$ cat config.mk
export PLATFORM = sky130hd
export DESIGN_NAME = axil_arb2
export DESIGN_NICKNAME = d
export VERILOG_FILES = /design/src/rtl/axil_arb_pkg.sv /design/src/rtl/rr_arb2.sv /design/src/rtl/axil_arb2.sv
export SDC_FILE = /design/constraint.sdc
export NUM_CORES = 1
export LEC_CHECK = 0
export ABC_AREA = 1
export ABC_CLOCK_PERIOD_IN_PS = 1400
export CAP_MARGIN = 10
export CORE_AREA = 10 10 168 170
export CTS_BUF_LIST = sky130_fd_sc_hd__clkbuf_16
export DETAILED_ROUTE_END_ITERATION = 8
export DIE_AREA = 0 0 178 180
export PLACE_DENSITY_LB_ADDON = 0.2
export SETUP_SLACK_MARGIN = 0.4
export SYNTH_ARGS = -nofsm -noshare
export SYNTH_HDL_FRONTEND = slang
export SYNTH_HIERARCHICAL = 1
export SYNTH_SLANG_ARGS = --single-unit
export TNS_END_PERCENT = 5
$ cat constraint.sdc
create_clock -name ACLK -period 1.4 [get_ports ACLK]
set_input_delay 0.35 -clock ACLK [delete_from_list [all_inputs] [get_ports ACLK]]
set_output_delay 0.35 -clock ACLK [all_outputs]
set_load 0.03 [all_outputs]
$ cat src/rtl/axil_arb_pkg.sv
// ============================================================================
// Module      : axil_arb_pkg
// Description : Shared types and constants for the two-master AXI4-Lite
//               arbiter: FSM state encodings, grant type, response codes.
// Revision    : 1.0 - initial release
// ============================================================================
`default_nettype none

package axil_arb_pkg;

    typedef enum logic [1:0] {
        W_IDLE = 2'd0,
        W_FWD  = 2'd1,
        W_RESP = 2'd2
    } write_state_t;

    typedef enum logic [1:0] {
        R_IDLE = 2'd0,
        R_FWD  = 2'd1,
        R_RESP = 2'd2
    } read_state_t;

    // One bit identifies the master: 0 = S0 (HPS bridge), 1 = S1 (fabric).
    typedef logic grant_t;

    localparam grant_t     GNT_S0      = 1'b0;
    localparam grant_t     GNT_S1      = 1'b1;

    localparam logic [1:0] RESP_OKAY   = 2'b00;
    localparam logic [1:0] RESP_DECERR = 2'b11;

endpackage

`default_nettype wire

$ cat src/rtl/rr_arb2.sv
// ============================================================================
// Module      : rr_arb2
// Description : Two-requester round-robin arbiter. Combinationally picks a
//               winner from req; on a tie the master not served last wins.
//               The "last served" pointer is updated when upd pulses.
// Ports       : ACLK, ARESETn  - clock, synchronous active-low reset
//               req[1:0]       - request per master
//               upd, upd_gnt   - completion strobe and the master completed
//               gnt, gnt_valid - selected master and "any request" flag
// Revision    : 1.0 - initial release
// ============================================================================
`default_nettype none

import axil_arb_pkg::*;

module rr_arb2 (
    input  logic       ACLK,
    input  logic       ARESETn,
    input  logic [1:0] req,
    input  logic       upd,
    input  grant_t     upd_gnt,
    output grant_t     gnt,
    output logic       gnt_valid
);

    grant_t r_last;

    // Reset to "last = S1" so S0 takes the first tie.
    always_ff @(posedge ACLK) begin
        if (!ARESETn) begin
            r_last <= GNT_S1;
        end else if (upd) begin
            r_last <= upd_gnt;
        end
    end

    always_comb begin
        gnt_valid = |req;
        case (req)
            2'b01:   gnt = GNT_S0;
            2'b10:   gnt = GNT_S1;
            2'b11:   gnt = ~r_last;
            default: gnt = GNT_S0;
        endcase
    end

endmodule

`default_nettype wire

$ cat src/rtl/axil_arb2.sv
// ============================================================================
// Module      : axil_arb2
// Description : Two-master AXI4-Lite arbiter sharing one AXI4-Lite slave.
//               Write and read paths are arbitrated independently, each with
//               its own round-robin pointer, and each holds its grant from
//               address acceptance to response handshake (one outstanding
//               write and one outstanding read at most).
// Ports       : ACLK, ARESETn       - clock, synchronous active-low reset
//               S0_* / S1_*         - AXI4-Lite slave ports for the masters
//               M_*                 - AXI4-Lite master port to the slave
// Revision    : 1.0 - initial release
// ============================================================================
`default_nettype none

import axil_arb_pkg::*;

module axil_arb2 #(
    parameter int ADDR_WIDTH = 32
) (
    input  logic                  ACLK,
    input  logic                  ARESETn,
    // master 0
    input  logic [ADDR_WIDTH-1:0] S0_AWADDR,
    input  logic [2:0]            S0_AWPROT,
    input  logic                  S0_AWVALID,
    output logic                  S0_AWREADY,
    input  logic [31:0]           S0_WDATA,
    input  logic [3:0]            S0_WSTRB,
    input  logic                  S0_WVALID,
    output logic                  S0_WREADY,
    output logic [1:0]            S0_BRESP,
    output logic                  S0_BVALID,
    input  logic                  S0_BREADY,
    input  logic [ADDR_WIDTH-1:0] S0_ARADDR,
    input  logic [2:0]            S0_ARPROT,
    input  logic                  S0_ARVALID,
    output logic                  S0_ARREADY,
    output logic [31:0]           S0_RDATA,
    output logic [1:0]            S0_RRESP,
    output logic                  S0_RVALID,
    input  logic                  S0_RREADY,
    // master 1
    input  logic [ADDR_WIDTH-1:0] S1_AWADDR,
    input  logic [2:0]            S1_AWPROT,
    input  logic                  S1_AWVALID,
    output logic                  S1_AWREADY,
    input  logic [31:0]           S1_WDATA,
    input  logic [3:0]            S1_WSTRB,
    input  logic                  S1_WVALID,
    output logic                  S1_WREADY,
    output logic [1:0]            S1_BRESP,
    output logic                  S1_BVALID,
    input  logic                  S1_BREADY,
    input  logic [ADDR_WIDTH-1:0] S1_ARADDR,
    input  logic [2:0]            S1_ARPROT,
    input  logic                  S1_ARVALID,
    output logic                  S1_ARREADY,
    output logic [31:0]           S1_RDATA,
    output logic [1:0]            S1_RRESP,
    output logic                  S1_RVALID,
    input  logic                  S1_RREADY,
    // shared slave
    output logic [ADDR_WIDTH-1:0] M_AWADDR,
    output logic [2:0]            M_AWPROT,
    output logic                  M_AWVALID,
    input  logic                  M_AWREADY,
    output logic [31:0]           M_WDATA,
    output logic [3:0]            M_WSTRB,
    output logic                  M_WVALID,
    input  logic                  M_WREADY,
    input  logic [1:0]            M_BRESP,
    input  logic                  M_BVALID,
    output logic                  M_BREADY,
    output logic [ADDR_WIDTH-1:0] M_ARADDR,
    output logic [2:0]            M_ARPROT,
    output logic                  M_ARVALID,
    input  logic                  M_ARREADY,
    input  logic [31:0]           M_RDATA,
    input  logic [1:0]            M_RRESP,
    input  logic                  M_RVALID,
    output logic                  M_RREADY
);

    // ------------------------------------------------------------------
    // Write path
    // ------------------------------------------------------------------
    write_state_t r_wstate, w_wstate_nxt;
    grant_t       r_wgnt, w_warb_gnt;
    logic         w_warb_valid;
    logic         r_aw_done, r_w_done;
    logic         w_aw_hs, w_w_hs, w_b_hs;

    // Selected-master views of the write request channels
    logic                  w_g_awvalid, w_g_wvalid, w_g_bready;
    logic [ADDR_WIDTH-1:0] w_g_awaddr;
    logic [2:0]            w_g_awprot;
    logic [31:0]           w_g_wdata;
    logic [3:0]            w_g_wstrb;

    assign w_g_awvalid = (r_wgnt == GNT_S1) ? S1_AWVALID : S0_AWVALID;
    assign w_g_awaddr  = (r_wgnt == GNT_S1) ? S1_AWADDR  : S0_AWADDR;
    assign w_g_awprot  = (r_wgnt == GNT_S1) ? S1_AWPROT  : S0_AWPROT;
    assign w_g_wvalid  = (r_wgnt == GNT_S1) ? S1_WVALID  : S0_WVALID;
    assign w_g_wdata   = (r_wgnt == GNT_S1) ? S1_WDATA   : S0_WDATA;
    assign w_g_wstrb   = (r_wgnt == GNT_S1) ? S1_WSTRB   : S0_WSTRB;
    assign w_g_bready  = (r_wgnt == GNT_S1) ? S1_BREADY  : S0_BREADY;

    assign w_aw_hs = (r_wstate == W_FWD) && w_g_awvalid && M_AWREADY && !r_aw_done;
    assign w_w_hs  = (r_wstate == W_FWD) && w_g_wvalid  && M_WREADY  && !r_w_done;
    assign w_b_hs  = (r_wstate == W_RESP) && M_BVALID && w_g_bready;

    rr_arb2 u_warb (
        .ACLK      (ACLK),
        .ARESETn   (ARESETn),
        .req       ({S1_AWVALID | S1_WVALID, S0_AWVALID | S0_WVALID}),
        .upd       (w_b_hs),
        .upd_gnt   (r_wgnt),
        .gnt       (w_warb_gnt),
        .gnt_valid (w_warb_valid)
    );

    always_ff @(posedge ACLK) begin
        if (!ARESETn) begin
            r_wstate <= W_IDLE;
        end else begin
            r_wstate <= w_wstate_nxt;
        end
    end

    // Grant and per-channel completion flags; AW and W may finish in
    // either order, so each is tracked separately until B completes.
    always_ff @(posedge ACLK) begin
        if (!ARESETn) begin
            r_wgnt    <= GNT_S0;
            r_aw_done <= 1'b0;
            r_w_done  <= 1'b0;
        end else begin
            if (r_wstate == W_IDLE && w_warb_valid) begin
                r_wgnt <= w_warb_gnt;
            end
            if (w_b_hs) begin
                r_aw_done <= 1'b0;
                r_w_done  <= 1'b0;
            end else begin
                if (w_aw_hs) r_aw_done <= 1'b1;
                if (w_w_hs)  r_w_done  <= 1'b1;
            end
        end
    end

    always_comb begin
        w_wstate_nxt = r_wstate;
        case (r_wstate)
            W_IDLE:  if (w_warb_valid) w_wstate_nxt = W_FWD;
            W_FWD:   if ((r_aw_done || w_aw_hs) && (r_w_done || w_w_hs)) w_wstate_nxt = W_RESP;
            W_RESP:  if (w_b_hs) w_wstate_nxt = W_IDLE;
            default: w_wstate_nxt = W_IDLE;
        endcase
    end

    always_comb begin
        M_AWADDR   = '0;
        M_AWPROT   = '0;
        M_AWVALID  = 1'b0;
        M_WDATA    = '0;
        M_WSTRB    = '0;
        M_WVALID   = 1'b0;
        M_BREADY   = 1'b0;
        S0_AWREADY = 1'b0;
        S0_WREADY  = 1'b0;
        S0_BVALID  = 1'b0;
        S0_BRESP   = RESP_OKAY;
        S1_AWREADY = 1'b0;
        S1_WREADY  = 1'b0;
        S1_BVALID  = 1'b0;
        S1_BRESP   = RESP_OKAY;
        case (r_wstate)
            W_FWD: begin
                M_AWADDR  = w_g_awaddr;
                M_AWPROT  = w_g_awprot;
                M_AWVALID = w_g_awvalid && !r_aw_done;
                M_WDATA   = w_g_wdata;
                M_WSTRB   = w_g_wstrb;
                M_WVALID  = w_g_wvalid && !r_w_done;
                if (r_wgnt == GNT_S1) begin
                    S1_AWREADY = M_AWREADY && !r_aw_done;
                    S1_WREADY  = M_WREADY  && !r_w_done;
                end else begin
                    S0_AWREADY = M_AWREADY && !r_aw_done;
                    S0_WREADY  = M_WREADY  && !r_w_done;
                end
            end
            W_RESP: begin
                M_BREADY = w_g_bready;
                if (r_wgnt == GNT_S1) begin
                    S1_BVALID = M_BVALID;
                    S1_BRESP  = M_BRESP;
                end else begin
                    S0_BVALID = M_BVALID;
                    S0_BRESP  = M_BRESP;
                end
            end
            default: ;
        endcase
    end

    // ------------------------------------------------------------------
    // Read path
    // ------------------------------------------------------------------
    read_state_t r_rstate, w_rstate_nxt;
    grant_t      r_rgnt, w_rarb_gnt;
    logic        w_rarb_valid;
    logic        w_ar_hs, w_r_hs;

    logic                  w_g_arvalid, w_g_rready;
    logic [ADDR_WIDTH-1:0] w_g_araddr;
    logic [2:0]            w_g_arprot;

    assign w_g_arvalid = (r_rgnt == GNT_S1) ? S1_ARVALID : S0_ARVALID;
    assign w_g_araddr  = (r_rgnt == GNT_S1) ? S1_ARADDR  : S0_ARADDR;
    assign w_g_arprot  = (r_rgnt == GNT_S1) ? S1_ARPROT  : S0_ARPROT;
    assign w_g_rready  = (r_rgnt == GNT_S1) ? S1_RREADY  : S0_RREADY;

    assign w_ar_hs = (r_rstate == R_FWD)  && w_g_arvalid && M_ARREADY;
    assign w_r_hs  = (r_rstate == R_RESP) && M_RVALID && w_g_rready;

    rr_arb2 u_rarb (
        .ACLK      (ACLK),
        .ARESETn   (ARESETn),
        .req       ({S1_ARVALID, S0_ARVALID}),
        .upd       (w_r_hs),
        .upd_gnt   (r_rgnt),
        .gnt       (w_rarb_gnt),
        .gnt_valid (w_rarb_valid)
    );

    always_ff @(posedge ACLK) begin
        if (!ARESETn) begin
            r_rstate <= R_IDLE;
        end else begin
            r_rstate <= w_rstate_nxt;
        end
    end

    always_ff @(posedge ACLK) begin
        if (!ARESETn) begin
            r_rgnt <= GNT_S0;
        end else if (r_rstate == R_IDLE && w_rarb_valid) begin
            r_rgnt <= w_rarb_gnt;
        end
    end

    always_comb begin
        w_rstate_nxt = r_rstate;
        case (r_rstate)
            R_IDLE:  if (w_rarb_valid) w_rstate_nxt = R_FWD;
            R_FWD:   if (w_ar_hs) w_rstate_nxt = R_RESP;
            R_RESP:  if (w_r_hs) w_rstate_nxt = R_IDLE;
            default: w_rstate_nxt = R_IDLE;
        endcase
    end

    always_comb begin
        M_ARADDR   = '0;
        M_ARPROT   = '0;
        M_ARVALID  = 1'b0;
        M_RREADY   = 1'b0;
        S0_ARREADY = 1'b0;
        S0_RVALID  = 1'b0;
        S0_RDATA   = '0;
        S0_RRESP   = RESP_OKAY;
        S1_ARREADY = 1'b0;
        S1_RVALID  = 1'b0;
        S1_RDATA   = '0;
        S1_RRESP   = RESP_OKAY;
        case (r_rstate)
            R_FWD: begin
                M_ARADDR  = w_g_araddr;
                M_ARPROT  = w_g_arprot;
                M_ARVALID = w_g_arvalid;
                if (r_rgnt == GNT_S1) S1_ARREADY = M_ARREADY;
                else                  S0_ARREADY = M_ARREADY;
            end
            R_RESP: begin
                M_RREADY = w_g_rready;
                if (r_rgnt == GNT_S1) begin
                    S1_RVALID = M_RVALID;
                    S1_RDATA  = M_RDATA;
                    S1_RRESP  = M_RRESP;
                end else begin
                    S0_RVALID = M_RVALID;
                    S0_RDATA  = M_RDATA;
                    S0_RRESP  = M_RRESP;
                end
            end
            default: ;
        endcase
    end

endmodule

`default_nettype wire

==> results.toml <==
[status]
status = "complete, but fails checks"
violations = "negative setup slack"

[synthesis]
synth_compound_area_share_pct = 23.0
syn_inst = 585
synth_edf_count = 0
yosys.area_share.simple_pct = 51.6
synthArstFlopShare_pct = 0
ys_seq_area_share_pct = 7.59
syn_area_mm2 = 0.00264
synthAdderAreaFrac_pct = 0
avgSynthCellArea_um2 = 4.51
syn_nets = 850
synth_xor_xnor_area_share_pct = 0
synth_top_family_by_area = "simple AND/OR/NAND/NOR gates"
yosys_warnings = 6
synthFlopType = "dfxtp_1"
synth.distinct_cells = 19
synth.mux.area_fraction_pct = 0.380
ys_ff_latch = 10

[sta]
finalCritPeriodShare_pct = 126
post-route-min-period_ps = 1770
rsz0062_at_grt = "true"
worst_pin_slew_ps = 248
hold_viol_final = 0
setup_viol = 195
whs_ps = 457
clock.fmax_ghz = 0.566
layout_setup_ws_ps = -368
slew_headroom_pct = 83.5
slew_violations = 0
tns_ps = -54820
finalClockSkew_ps = 0.376

[placement]
gp_congestion = 0.831
port_buffers = 457
dp_hpwl_um = 20900
placed_cells = 1398
dpl_cell_area_mm2 = 0.00866

[global_route]
busiest_layer = "met2"
met3_usage_pct = 4.48
grt-ovfl-total = 0
first_global_vias = 5589
use_met1_pct = 14.7
use_met2_pct = 27.8
grt_start_max_net_pins = 36
antenna_found_initial = 1
grt_pass1_wl_um = 35500
grt_use_total_pct = 14.2

[die]
io_pins = 458
die_w_um = 178
core-area_mm2 = 0.0249
die_y_um = 180
start_util_pct = 10.6
die-area_mm2 = 0.0320
rows = 58

[worst_setup_path]
path_class = "register to output pin"
critPathLaunchType = "register"
rrSetupSlack_ps = -160
cp.arrival_ps = 1420
crit_family = "buffers and inverters"
critPathMaxFanout = 7
cp_cell_sequence = "inv_8 -> buf_12 -> buf_16 -> buf_6 -> nand2_2 -> a21oi_2 -> buf_12"
r2r_cells = 13
critical_path.max_stage_delay_ps = 380
cp_slowest_cell = "dfxtp_4"
endpoint_kind = "output pin"
r2r-end = "r_wstate[1]"
r2r_start = "r_wgnt"
cp_data_required_time_ps = 1050
crit_buf_inv = 5
crit_top_cell = "buf_12"

[cells_and_area]
final_cells = 1415
synthToLayoutAreaGrowth_pct = 285
drive_gt1_share_pct = 44.3
layout_commonest_cell = "clkdlybuf4s50_1"
antennaDiodeCount = 0
final_cell_mix = "clkdlybuf4s50_1 (257), nand2_1 (224), buf_12 (91), buf_6 (88), buf_4 (83)"
finalInstanceArea_mm2 = 0.0102
fin_nets = 1351

[clock_tree]
clkSlewWorstSetupHoldPaths_ps = 40
cts_tree = "built"
cts_root_buffer = "clkbuf_16"
cts_buffers = 3
htree_levels = 1
clockBufferDepth = 2
insertion_delay_ps = 240
hold_buffers = 0
cts.sinks = 10

[power]
power_density_mw_per_mm2 = 677
total_power_uw = 6880
irDropWorstVdd_mv = 0.354
p_leak_uw = 0.00432

[route]
drc = 0
drt_wl_total_um = 25600
wire_per_inst_um = 18.1
ant_nets = 0
drtPass1Iterations = 4
via_per_inst = 3.89
drt-initial-drc-count = 165
vias = 5511

[hold_path]
hold_depth = 2
min_to = "u_rarb/r_last"
hold_path.class = "register to register"
holdCritStartpoint = "u_rarb/r_last"

[job]
maxCapViolations = 0
[report_power, final]
| part | internal, uW | total [uW] | leakage [uW] | switching, uW |
|---|---|---|---|---|
| Combinational | 2980 | 6000 | 0.00420 | 3020 |
| Sequential | 324 | 369 | 0.0000853 | 45.4 |
| Clock | 375 | 508 | 0.0000385 | 133 |
[Yosys cell counts (2+ instances only)]
library cell | instances | share of area [%]
buf_1 | 3 | 0.43
dfxtp_1 | 10 | 7.6
nor2_2 | 3 | 0.71
or2_2 | 2 | 0.47
o21ai_0 | 5 | 0.95
nand2_1 | 247 | 35
buf_6 | 7 | 3.0
buf_2 | 27 | 5.1
nor3_1 | 3 | 0.57
a21oi_1 | 113 | 21
a21boi_1 | 2 | 0.57
inv_1 | 58 | 8.3
nor2_1 | 90 | 13
or2_1 | 2 | 0.47
nand3_1 | 6 | 1.1
clkbuf_1 | 4 | 0.57
[sequential cells by signal, summed over array words and instances (netlist names)]
name	count
r_rgnt	1
r_rstate	2
u_rarb/r_last	1
r_wstate	2
r_w_done	1
r_wgnt	1
u_warb/r_last	1
r_aw_done	1
[cells by family (layout without fill, tap and decap cells)]
kind of cell,Yosys count,after routing
buffers and inverters,100,600
multiplexers,1,1
AO/OA/AOI/OAI,120,120
AND/OR/NAND/NOR,354,354
flip-flops,10,10
[worst max-delay path by stage]
stage	startpoint	to	slack (ps)	cells past startpoint
after floorplan	r_rgnt	S0_ARREADY	-320	3
after global placement	S1_BREADY	M_BREADY	-430	7
after detailed placement	S1_BREADY	M_BREADY	-440	7
after CTS	r_wgnt	M_AWVALID	-380	8
after global routing	r_wgnt	M_WVALID	-420	8
final	r_wgnt	M_WDATA[28]	-370	7
[layer usage]
layer	wire length, um	share of wire [%]
met1	9320	36
met4	184	0.72
met2	13800	54
met3	2320	9.0
met5	13	0.051
[through the flow]
step,worst slack [ps],util [%]
after floorplan,-318,-
after global placement,-435,34.8
after detailed placement,-440,34.8
after CTS,-384,38.3
after global routing,-424,40.8
final,-368,40.8
[worst min-delay path, stage by stage, from the launching register on]
cell and delay (ps):
dfxtp_1 320, nand2_1 50, nand3_1 50
[repair_timing]
item	4_1_cts	5_1_grt
setup buffers	4	1
pin swaps	18	21
endpoints found under the setup margin	203	203
resized for setup	202	138
gates cloned	5	3
[final cells by class]
class	count	area (um^2)
Fill cell	2542	14700
Timing Repair Buffer	537	6330
Multi-Input combinational cell	475	2880
Tap cell	330	413
Inverter	59	241
Sequential cell	10	218
Clock buffer	3	75.1
Clock inverter	1	3.75
Note: power is estimated with default switching activity, not from simulation.
